===== config.mk =====
export PLATFORM = sky130hd
export DESIGN_NAME = sdio_cmd_resp_rx
export DESIGN_NICKNAME = d
export VERILOG_FILES = /design/src/rtl/sdio_cmd_resp_rx.sv
export SDC_FILE = /design/constraint.sdc
export NUM_CORES = 1
export LEC_CHECK = 0
export ABC_CLOCK_PERIOD_IN_PS = 2850
export CAP_MARGIN = 0
export CORE_AREA = 2 2 202 204
export DETAILED_ROUTE_END_ITERATION = 8
export DIE_AREA = 0 0 204 206
export GPL_ROUTABILITY_DRIVEN = 0
export PLACE_DENSITY = 0.54
export SETUP_SLACK_MARGIN = 0.15
export SKIP_CTS_REPAIR_TIMING = 1
export SLEW_MARGIN = 20
export SYNTH_ARGS = -nofsm -noshare
export SYNTH_HDL_FRONTEND = slang
export SYNTH_SLANG_ARGS = --single-unit

===== constraint.sdc =====
create_clock -name sd_clk -period 2.85 [get_ports sd_clk]
set_input_delay 0.57 -clock sd_clk [delete_from_list [all_inputs] [get_ports sd_clk]]
set_output_delay 0.57 -clock sd_clk [all_outputs]
set_load 0.005 [all_outputs]

===== src/rtl/sdio_cmd_resp_rx.sv =====
// SD/SDIO command-response receiver: waits out Ncr, catches the start bit, shifts in a
// 48-bit or 136-bit frame, checks CRC7 and the end bit, and drives the timeout counter.
module sdio_cmd_resp_rx #(
    parameter int unsigned NCR_MIN = 2
) (
    input  logic         sd_clk,
    input  logic         rst,
    input  logic         rx_start,
    input  logic         rx_abort,
    input  logic         resp_long,
    input  logic         resp_crc_chk,
    input  logic [7:0]   timeout_sel_in,
    input  logic         cmd_in,
    input  logic         timeout_event,
    output logic         timeout_cnt_en,
    output logic [7:0]   timeout_cnt_sel,
    output logic         rx_busy,
    output logic         resp_done,
    output logic         resp_timeout,
    output logic         resp_crc_err,
    output logic         resp_end_err,
    output logic [5:0]   resp_index,
    output logic [127:0] resp_data
);

    typedef enum logic [1:0] {
        S_IDLE = 2'd0,
        S_WAIT = 2'd1,
        S_RECV = 2'd2,
        S_DONE = 2'd3
    } state_t;

    localparam logic [7:0] NCR_LOAD = 8'(NCR_MIN);

    state_t         state_q;
    logic           long_q;
    logic           chk_q;
    logic [7:0]     sel_q;
    logic [7:0]     ncr_q;
    logic [7:0]     bit_cnt_q;
    logic [6:0]     crc_q;
    logic [127:0]   shift_q;
    logic           en_q;
    logic           busy_q;
    logic           done_q;
    logic           timeout_q;
    logic           crc_err_q;
    logic           end_err_q;
    logic [5:0]     index_q;
    logic [127:0]   data_q;

    logic [127:0]   shift_d;
    logic           crc_en_s;
    logic [6:0]     crc_d;

    // One serial step of CRC7, G(x) = x^7 + x^3 + 1.
    function automatic logic [6:0] crc7_step(input logic [6:0] crc, input logic din);
        logic fb;
        fb = din ^ crc[6];
        return {crc[5:0], 1'b0} ^ (fb ? 7'h09 : 7'h00);
    endfunction

    // bit_cnt_q equals the frame index of the bit being sampled in RECV.
    always_comb begin
        shift_d  = {shift_q[126:0], cmd_in};
        crc_en_s = (bit_cnt_q >= 8'd8) && (long_q ? (bit_cnt_q <= 8'd127) : 1'b1);
        crc_d    = crc_en_s ? crc7_step(crc_q, cmd_in) : crc_q;
    end

    // Receive FSM with all outputs registered.
    always_ff @(posedge sd_clk) begin
        if (rst) begin
            state_q   <= S_IDLE;
            long_q    <= 1'b0;
            chk_q     <= 1'b0;
            sel_q     <= 8'h00;
            ncr_q     <= 8'h00;
            bit_cnt_q <= 8'h00;
            crc_q     <= 7'h00;
            shift_q   <= 128'h0;
            en_q      <= 1'b0;
            busy_q    <= 1'b0;
            done_q    <= 1'b0;
            timeout_q <= 1'b0;
            crc_err_q <= 1'b0;
            end_err_q <= 1'b0;
            index_q   <= 6'h00;
            data_q    <= 128'h0;
        end else begin
            done_q <= 1'b0;
            case (state_q)
                S_IDLE: begin
                    if (rx_start && !rx_abort) begin
                        state_q   <= S_WAIT;
                        long_q    <= resp_long;
                        chk_q     <= resp_crc_chk;
                        sel_q     <= timeout_sel_in;
                        ncr_q     <= NCR_LOAD;
                        en_q      <= 1'b1;
                        busy_q    <= 1'b1;
                        timeout_q <= 1'b0;
                        crc_err_q <= 1'b0;
                        end_err_q <= 1'b0;
                        index_q   <= 6'h00;
                        data_q    <= 128'h0;
                    end
                end
                S_WAIT: begin
                    if (rx_abort) begin
                        state_q <= S_IDLE;
                        en_q    <= 1'b0;
                        busy_q  <= 1'b0;
                    end else if ((ncr_q == 8'h00) && !cmd_in) begin
                        // Start bit takes priority over a coincident timeout.
                        state_q   <= S_RECV;
                        en_q      <= 1'b0;
                        bit_cnt_q <= long_q ? 8'd134 : 8'd46;
                        crc_q     <= 7'h00;
                        shift_q   <= 128'h0;
                    end else if (timeout_event) begin
                        state_q   <= S_DONE;
                        en_q      <= 1'b0;
                        done_q    <= 1'b1;
                        timeout_q <= 1'b1;
                    end else if (ncr_q != 8'h00) begin
                        ncr_q <= ncr_q - 8'd1;
                    end
                end
                S_RECV: begin
                    if (rx_abort) begin
                        state_q <= S_IDLE;
                        busy_q  <= 1'b0;
                    end else begin
                        shift_q   <= shift_d;
                        crc_q     <= crc_d;
                        bit_cnt_q <= bit_cnt_q - 8'd1;
                        if (bit_cnt_q == 8'h00) begin
                            state_q   <= S_DONE;
                            done_q    <= 1'b1;
                            crc_err_q <= chk_q && (crc_q != shift_d[7:1]);
                            end_err_q <= !cmd_in;
                            index_q   <= long_q ? 6'h3F : shift_d[45:40];
                            data_q    <= long_q ? {shift_d[127:1], 1'b0}
                                                : {96'h0, shift_d[39:8]};
                        end
                    end
                end
                S_DONE: begin
                    state_q <= S_IDLE;
                    busy_q  <= 1'b0;
                end
                default: begin
                    state_q <= S_IDLE;
                    en_q    <= 1'b0;
                    busy_q  <= 1'b0;
                end
            endcase
        end
    end

    assign timeout_cnt_en  = en_q;
    assign timeout_cnt_sel = sel_q;
    assign rx_busy         = busy_q;
    assign resp_done       = done_q;
    assign resp_timeout    = timeout_q;
    assign resp_crc_err    = crc_err_q;
    assign resp_end_err    = end_err_q;
    assign resp_index      = index_q;
    assign resp_data       = data_q;

endmodule

==> results of run 1 <==
[routing by layer]
metal | track usage | vias up | routed length, microns
met3 | 0.03674 | 48 | 1950
met5 | 0 | - | 0
met4 | 0.04762 | 0 | 707
met1 | 0.1947 | 4852 | 14630
met2 | 0.2365 | 240 | 14510
li1 | - | 5164 | -
[layout make-up]
| class | count | area share |
|---|---|---|
| repair buffers | 188 | 0.1304 |
| well taps | 532 | 0.04426 |
| flip-flops and latches | 302 | 0.4020 |
| multi-input cells | 1005 | 0.3416 |
| clock inverters | 9 | 0.006738 |
| inverters | 9 | 0.002246 |
| clock buffers | 55 | 0.07271 |
[cell usage after synthesis (all sizes together), types with 8 or more instances]
cell / instances
nor2: 18
clkbuf: 87
a21oi: 284
nor3: 8
buf: 47
nand3: 264
o211ai: 8
o21ai: 13
xor2: 9
inv: 9
nand2: 301
dfxtp: 302
mux2: 32
[logic make-up (layout without fill, tap and decap cells)]
| group | after synthesis | in the layout | synth area share |
|---|---|---|---|
| muxes | 33 | 33 | 0.03148 |
| DFF | 302 | 302 | 0.5139 |
| xor gates and xnor gates | 15 | 15 | 0.01117 |
| and+or+nand+nor | 628 | 628 | 0.2400 |
| adders and majority gates | 6 | 6 | 0.006381 |
| buffers and inverters | 143 | 261 | 0.05339 |
| AOI/OAI and AO/OA | 323 | 323 | 0.1437 |
[state kept, by name, summed over array words and instances (netlist names)]
signal / count
resp_end_err: 1
timeout_cnt_en: 1
shift_q: 127
state_q: 2
ncr_q: 8
resp_timeout: 1
rx_busy: 1
long_q: 1
resp_done: 1
timeout_cnt_sel: 8
crc_q: 7
resp_index: 6
bit_cnt_q: 8
chk_q: 1
resp_data: 128
resp_crc_err: 1
[power by group through the flow]
stage          Clock, mW  Combinational [mW]  Sequential [mW]
2_1_floorplan          0               0.481             4.37
3_3_place_gp           0               0.702             4.38
3_5_place_dp           0               0.705             4.38
4_1_cts             4.77               0.705             4.29
5_1_grt             4.95               0.762             4.29
6_report            4.61               0.697             4.29
[metrics by stage]
step           instances  hold WS, ps  cell area, sq um
3_3_place_gp        2036        439.1             13850
6_report            2100        447.8             15040
5_1_grt             2100        463.2             15040
4_1_cts             2100        448.2             15040
2_1_floorplan       1450        432.1             11770
3_5_place_dp        2036        439.7             13850
[tightest hold or removal path, cell delays in order (launching register included)]
cell	delay, ps
dfxtp_1	300
nand2_1	50
a21oi_1	50
[final timing paths]
| check | slack [ps] | endpoint |
|---|---|---|
| min reg2reg | 450 | resp_crc_err |
| min | 450 | resp_crc_err |
| max reg2reg | 570 | resp_data[118] |
| max | 570 | resp_data[118] |
==> flow_summary.yaml, run 1 <==
worst_setup_path:
  cp_slowest_cell: "nor4_1"
  cp.arrival_ps: 2700
  cpPeakStageDelay_ps: 460
  critical_path.max_fanout: 37
  cp-start-kind: "flip-flop"
  crit_start: "bit_cnt_q[3]"
  r2r_start: "bit_cnt_q[3]"
  worstSetupEndpointType: "flip-flop"
  crit_chain: "nor4_1 > and3_1 > a31o_4 > buf_12 > nand3_1 > a21oi_1"
  crit_type: "flip-flop to flip-flop"
  path_depth: 6
  cp_top_family: "simple AND/OR/NAND/NOR gates"
  r2r_cells: 6
  cp.buffers_inverters: 1
  crit_required_ps: 3280
layout:
  area_growth_pct: 27.84
  multi_input_area_sq_um: 5137
  fin_util: 0.3743
  fill_cells: 4178
  antenna_cells: 0
  nets: 1564
  layout.area.seq_sq_um: 6047
  final_cell_mix: "nand2_1, dfxtp_1, a21oi_1, nand3_1, clkdlybuf4s50_1"
  drive_gt1_frac: 0.08036
synthesis:
  synth_edf_count: 0
  synth_cells: 1450
  synth.largest_area_cell: "dfxtp_1"
  synth_nets: 1472
  yosysUniqueCellTypes: 50
  ys_warn_count: 0
  synth_top_area_frac: 0.5139
  ys_seq_area_frac: 0.5139
  yosys_most_used_dff: "dfxtp_1"
  async_reset_ff_frac: 0
  syn_area_sq_um: 11770
  syn_avg_cell_area_sq_um: 8.114
  synth_area_leaders: "dfxtp_1, a21oi_1, nand3_1"
  ys_seq_elements: 302
route:
  wirelength_mm: 31.79
  drc_errors: 0
  drt-vias-per-instance: 4.907
  first_pass_iters: 5
  wire_per_inst_microns: 15.14
  vias: 10300
  drt_iter0_markers: 643
  ant_nets: 0
sta:
  clock_skew_ps: 9.943
  min_period_ps: 2275
  post-route-period-util: 0.7983
  rsz0062_at_grt: "no"
  relSlewSlack: 0.5535
  finalHoldViolCount: 0
  timing.setup.tns_ps: 0
  max_freq_mhz: 439.5
  worst_pin_slew_ps: 669.8
  fin_ws_ps: 574.7
  setup_viol: 0
  finalMaxSlewViolations: 0
grt:
  grt.total_usage: 0.1476
  grt_pass1_vias: 9577
  antenna_found_initial: 0
  grt_pass1_wl_mm: 51.12
  grt-ovfl-total: 0
  grt_max_degree: 125
clock_tree:
  htreeDepth: 2
  cts.sink_count: 302
  cts_tree: "yes"
  cts_buffers: 36
  insertion_delay_ps: 510
  cts_max_path_buffers: 3
  clk_pin_slew_ps: 60
  cts-root-buf: "clkbuf_16"
status:
  status: "finished clean"
hold_path:
  holdPathStages: 2
  hp-class: "flip-flop to flip-flop"
  hp-start: "resp_crc_err"
power:
  total_power_mw: 9.597
  power_density_nw_per_um2: 638.0
  clkPwrFrac: 0.481
  swShare: 0.2414
  vdd_drop_max_uv: 352.9
  p_leak_nw: 4.793
  power.net_switching_mw: 2.317
  power_frac_comb: 0.073
  p_seq_frac: 0.447
  p_int_mw: 7.280
die:
  coreArea_sq_um: 40180
  die_h_microns: 206
  die_area_sq_um: 42020
  row_count: 74
  io_pins: 164
  die_w_microns: 204
  start_util: 0.2928
placed_design:
  io_buffers: 163
  post-place-ws_ps: 243.3
  dp_hpwl_mm: 18.96
flow_run:
  max-cap-violations: 0
(Power assumes the default switching activity.)
==> inputs of run 2 (changes only) <==
--- a/config.mk
+++ b/config.mk
@@ -5,7 +5,7 @@
 export SDC_FILE = /design/constraint.sdc
 export NUM_CORES = 1
 export LEC_CHECK = 0
-export ABC_CLOCK_PERIOD_IN_PS = 2850
+export ABC_CLOCK_PERIOD_IN_PS = 2200
 export CAP_MARGIN = 0
 export CORE_AREA = 2 2 202 204
 export DETAILED_ROUTE_END_ITERATION = 8
==> constraint.sdc (replaced) <==
create_clock -name sd_clk -period 2.2 [get_ports sd_clk]
set_input_delay 0.44 -clock sd_clk [delete_from_list [all_inputs] [get_ports sd_clk]]
set_output_delay 0.44 -clock sd_clk [all_outputs]
set_load 0.005 [all_outputs]
==> run 2 against run 1 <==
  * Wire length up 4.2%
  * Clock power up 33%
  * Sequential power up 30%
  * Setup slack worse by 410 ps
  * Largest cell class unchanged
  * Design area up 4.2%
  * Count of clock-buffer cells in the layout up 1
  * Register-to-register slack worse by 410 ps
  * Die area unchanged
  * Critical endpoint is now crc_q[0]
  * Fmax up 12%
  * Core utilization up 1.6 points
  * Sequential share of layout area down 1.6 points
==> flow_summary.yaml, run 2 (synthesis gave the netlist of run 1 again) <==
sta:
  clock_skew_ps: 25.09
  relSlewSlack: 0.5625
  finalMaxSlewViolations: 0
  worst_pin_slew_ps: 656.3
  rsz0062_at_grt: "yes"
  post-route-period-util: 0.9257
  finalHoldViolCount: 0
  fin_ws_ps: 163.4
  setup_viol: 0
  min_period_ps: 2037
  max_freq_mhz: 491.0
die:
  start_util: 0.2928
  die_area_sq_um: 42020
  coreArea_sq_um: 40180
  die_h_microns: 206
  die_w_microns: 204
  row_count: 74
  io_pins: 164
route:
  wire_per_inst_microns: 15.49
  drc_errors: 0
  drt_iter0_markers: 647
  wirelength_mm: 33.13
  vias: 10490
  drt-vias-per-instance: 4.907
  first_pass_iters: 4
  ant_nets: 0
worst_setup_path:
  critical_path.max_fanout: 14
  r2r_slack_ps: 160
  r2r_start: "ncr_q[5]"
  crit_required_ps: 2630
  worstSetupEndpointType: "flip-flop"
  cp.arrival_ps: 2460
  cp-start-kind: "flip-flop"
  r2r_cells: 6
  crit_type: "flip-flop to flip-flop"
  reg2reg_to: "crc_q[0]"
grt:
  grt.total_usage: 0.1503
  grt_pass1_wl_mm: 51.82
  antenna_found_initial: 0
  grt_max_degree: 114
  grt_pass1_vias: 9752
  grt-ovfl-total: 0
  busiest_layer: "met2"
  grtUsageMet2: 0.2372
  grtUsageMet3: 0.03579
  met1_usage: 0.2025
clock_tree:
  clk_pin_slew_ps: 60
  cts_tree: "yes"
  cts-root-buf: "clkbuf_16"
  htreeDepth: 2
  insertion_delay_ps: 540
  cts_max_path_buffers: 3
  cts.sink_count: 302
  cts_buffers: 36
layout:
  antenna_cells: 0
  area_growth_pct: 33.17
  nets: 1602
  fin_util: 0.3899
  final_cell_mix: "nand2_1, dfxtp_1, a21oi_1, nand3_1, clkdlybuf4s50_1"
  final_cells: 2138
  drive_gt1_frac: 0.1071
  finalInstanceArea_sq_um: 15670
  largest_reg_flops: 128
  fill_cells: 4140
flow_run:
  max-cap-violations: 0
placed_design:
  place_inst: 2064
  io_buffers: 163
  dp_hpwl_mm: 19.71
  post-place-ws_ps: -160.9
  place_area_sq_um: 14190
hold_path:
  hp-start: "rst"
  holdPathEnd: "timeout_cnt_sel[5]"
  hp-class: "input pin to flip-flop"
  holdPathStages: 2
power:
  p_seq_frac: 0.434
  power_density_nw_per_um2: 817.3
  vdd_drop_max_uv: 463.8
  clkPwrFrac: 0.477
  total_power_mw: 12.80
  swShare: 0.2432
  p_leak_nw: 5.088
  power_frac_comb: 0.089
  power.net_switching_mw: 3.115
  p_int_mw: 9.690
status:
  status: "finished clean"
[run 2: changes by cell type in the layout (fill, tap and decap cells not counted), moves of 2 or more]
cell / change
a21oi_2: +2
ha_2: +2
buf_6: +3
clkbuf_16: +6
buf_12: +8
ha_1: -2
clkinv_2: -2
buf_16: +4
buf_4: +18
a21oi_1: -2
[run 2: stage by stage]
| step | hold WS [ps] | setup TNS, ps |
|---|---|---|
| floorplan | 432.1 | 0 |
| finish | 286.4 | 0 |
| CTS | 269.5 | 0 |
| detailed placement | 442.0 | -28800 |
| global route | 293.5 | 0 |
| global placement | 437.8 | -18290 |
[run 2: how the worst max path moves through the flow]
stage / depth (start not counted) / to / slack [ps] / start
finish: 6 / crc_q[0] / 160 / ncr_q[5]
global route: 7 / shift_q[111] / 70 / ncr_q[5]
CTS: 10 / resp_data[112] / 110 / state_q[0]
detailed placement: 7 / shift_q[90] / -160 / cmd_in
global placement: 7 / shift_q[78] / -120 / cmd_in
floorplan: 7 / ncr_q[7] / 200 / state_q[1]
[run 2: power by group through the flow]
stage          Clock, mW  Combinational (mW)  Sequential [mW]
4_1_cts             6.29                1.04             5.55
3_3_place_gp           0                1.04             5.67
5_1_grt             6.54                1.24             5.56
3_5_place_dp           0                1.04             5.67
6_report            6.11                1.14             5.56
2_1_floorplan          0               0.623             5.66
[run 2: worst max-delay path, stage by stage, from the launching register on]
cell	delay (ps)
dfxtp_1	360
or3_4	410
o31a_1	370
buf_4	160
or3_4	440
nand3_1	110
o21ai_1	70
[run 2: layout make-up]
cell class	instances	area [sq um]	share of cell area
well taps	532	665.6	0.04249
inverters	9	36.28	0.002316
multi-input cells	1005	5167	0.3298
flip-flops and latches	302	6047	0.3860
clock buffers	56	1119	0.07139
repair buffers	226	2526	0.1612
clock inverters	8	106.4	0.006788
[run 2: routing by layer]
metal	part of all wire	vias up
met5	0	-
met2	0.46	242
met4	0.024	0
li1	-	5250
met3	0.051	51
met1	0.47	4948
==> variant: new RTL, settings of run 1 <==
Encoding of `state_t`: now one-hot (4 bits for 4 states).
--- a/src/rtl/sdio_cmd_resp_rx.sv
+++ b/src/rtl/sdio_cmd_resp_rx.sv
@@ -25,7 +25,7 @@
 
-    typedef enum logic [1:0] {
-        S_IDLE = 2'd0,
-        S_WAIT = 2'd1,
-        S_RECV = 2'd2,
-        S_DONE = 2'd3
+    typedef enum logic [3:0] {
+        S_IDLE = 4'b0001,
+        S_WAIT = 4'b0010,
+        S_RECV = 4'b0100,
+        S_DONE = 4'b1000
     } state_t;
Behaviour: same outputs for any inputs over 4 cycles, from zero or initial values and one cycle with rst high; so few cycles prove little.
==> variant against run 1 <==
  * Routed wire length is 7.3% lower
  * Non-clock buffer count fell by 1
  * Final area shrank 3.7%
  * Global-route usage fell by 0.79 points
  * Sequential cell count grew 2
  * Synthesized area fell by 4.7%
  * Count of clock-buffer cells in the layout down 2
  * Hold slack better by 0.0018 ns
  * Worst setup slack worse by 0.25 ns
  * Via count shrank 12%
Power is not compared: it rests on default switching activity, and its combinational part moved more than twofold at a synthesized area within 25%.
==> variant: results (changes against run 1) <==
status:
  status: "finished clean"
global_route:
  grt_pass1_wl_mm: 47.47  # -7.1%
  first_global_vias: 8535  # -11%
  track_usage_pct: 13.97  # -0.79 points
place:
  place_area_um2: 13320  # -3.8%
  hpwl_mm: 17.63  # -7.0%
synthesis:
  synthTopCellsByArea: "dfxtp_1 (54%), a22o_1 (7.5%), a21oi_1 (6.9%)"
  seq_area_frac_synth_pct: 54.28  # +2.9 points
  synth_warnings: 0  # unchanged
  synth_commonest_cells: "dfxtp_1 (304), nand2_1 (163), a21oi_1 (155)"
  synth_top_area_share_pct: 54.28  # +2.9 points
  syn_nets: 1197  # -19%
sta:
  skew_ns: 0.01482  # +0.004872 ns
  max_slew_margin_pct: 45.96  # -9.4 points
cells_and_area:
  fin_nets: 1315  # -16%
  ff_latch_area_um2: 6087  # +0.66%
  nFillCells: 4084  # -2.2%
clock_network:
  path_clk_slew_ns: 0.06  # about the same
  clk_latency_ns: 0.54  # +0.03 ns
drt:
  dr.pass1.iters: 4  # -1
  wl_mm: 29.46  # -7.3%
  num_vias: 9047  # -12%
  drt_iter0_drc: 510  # -21%
  wl_met2_mm: 13.01  # -10%
  route.met3.wl_mm: 1.605  # -18%
hold_path:
  hold_class: "input pin to register"
setup_path:
  cp.arrival_ns: 2.95  # +0.25 ns
  crit_fanout: 81  # +120%
## variant: cell type report
| type | count | share of cell area (%) |
|---|---|---|
| flip-flops and latches | 304 | 42.03 |
| multi-input cells | 757 | 31.80 |
| repair buffers | 187 | 13.27 |
| clock buffers | 53 | 7.084 |
| well taps | 532 | 4.596 |
| clock inverters | 10 | 0.9590 |
| inverters | 10 | 0.2592 |
## variant: layer usage
layer  GRT usage (%)  up-vias
met5               0        -
met4           5.331        0
met3           3.106       47
met2           22.06      232
met1           18.61     4248
li1                -     4520
## variant: through the flow
| stage | hold slack (ns) | std cells | setup WS [ns] |
|---|---|---|---|
| 5_1_grt | 0.4401 | 1853 | 0.1569 |
| 3_5_place_dp | 0.4472 | 1790 | 0.2869 |
| 6_report | 0.4496 | 1853 | 0.3208 |
| 2_1_floorplan | 0.4357 | 1178 | 0.7937 |
| 3_3_place_gp | 0.4436 | 1790 | 0.2879 |
| 4_1_cts | 0.4180 | 1853 | 0.3104 |
## variant: worst paths after layout
kind	startpoint	to	slack, ns	cells past startpoint
worst max-delay path	state_q[2]$_SDFFE_PP0P_	resp_data[73]$_SDFFE_PP0P_	0.32	5
worst min-delay path	rst	timeout_cnt_sel[7]$_SDFFE_PP0P_	0.45	2
worst min register to register	timeout_cnt_sel[0]$_SDFFE_PP0P_	timeout_cnt_sel[0]$_SDFFE_PP0P_	0.45	2
worst max register to register	state_q[2]$_SDFFE_PP0P_	resp_data[73]$_SDFFE_PP0P_	0.32	5
## variant: cell families after synthesis
family,Yosys count,synth area share [%]
buf+inv,117,5.044
mux,34,3.035
simple gates,376,15.99
xor+xnor,11,0.8593
flops,304,54.28
fa+ha+maj,3,0.3348
compound gates,333,20.46
## variant: critical path, stage by stage (launching register included)
cell and delay [ns]:
dfxtp_1 0.51, or4b_1 0.77, nor3_4 0.37, o32ai_4 0.16, buf_12 0.21, a22o_1 0.30
## variant: report_power, final
| part | internal (W) | switching, W |
|---|---|---|
| clock network | 0.00277 | 0.00178 |
| logic | 0.000125 | 0.000215 |
| registers | 0.00427 | 0.0000222 |
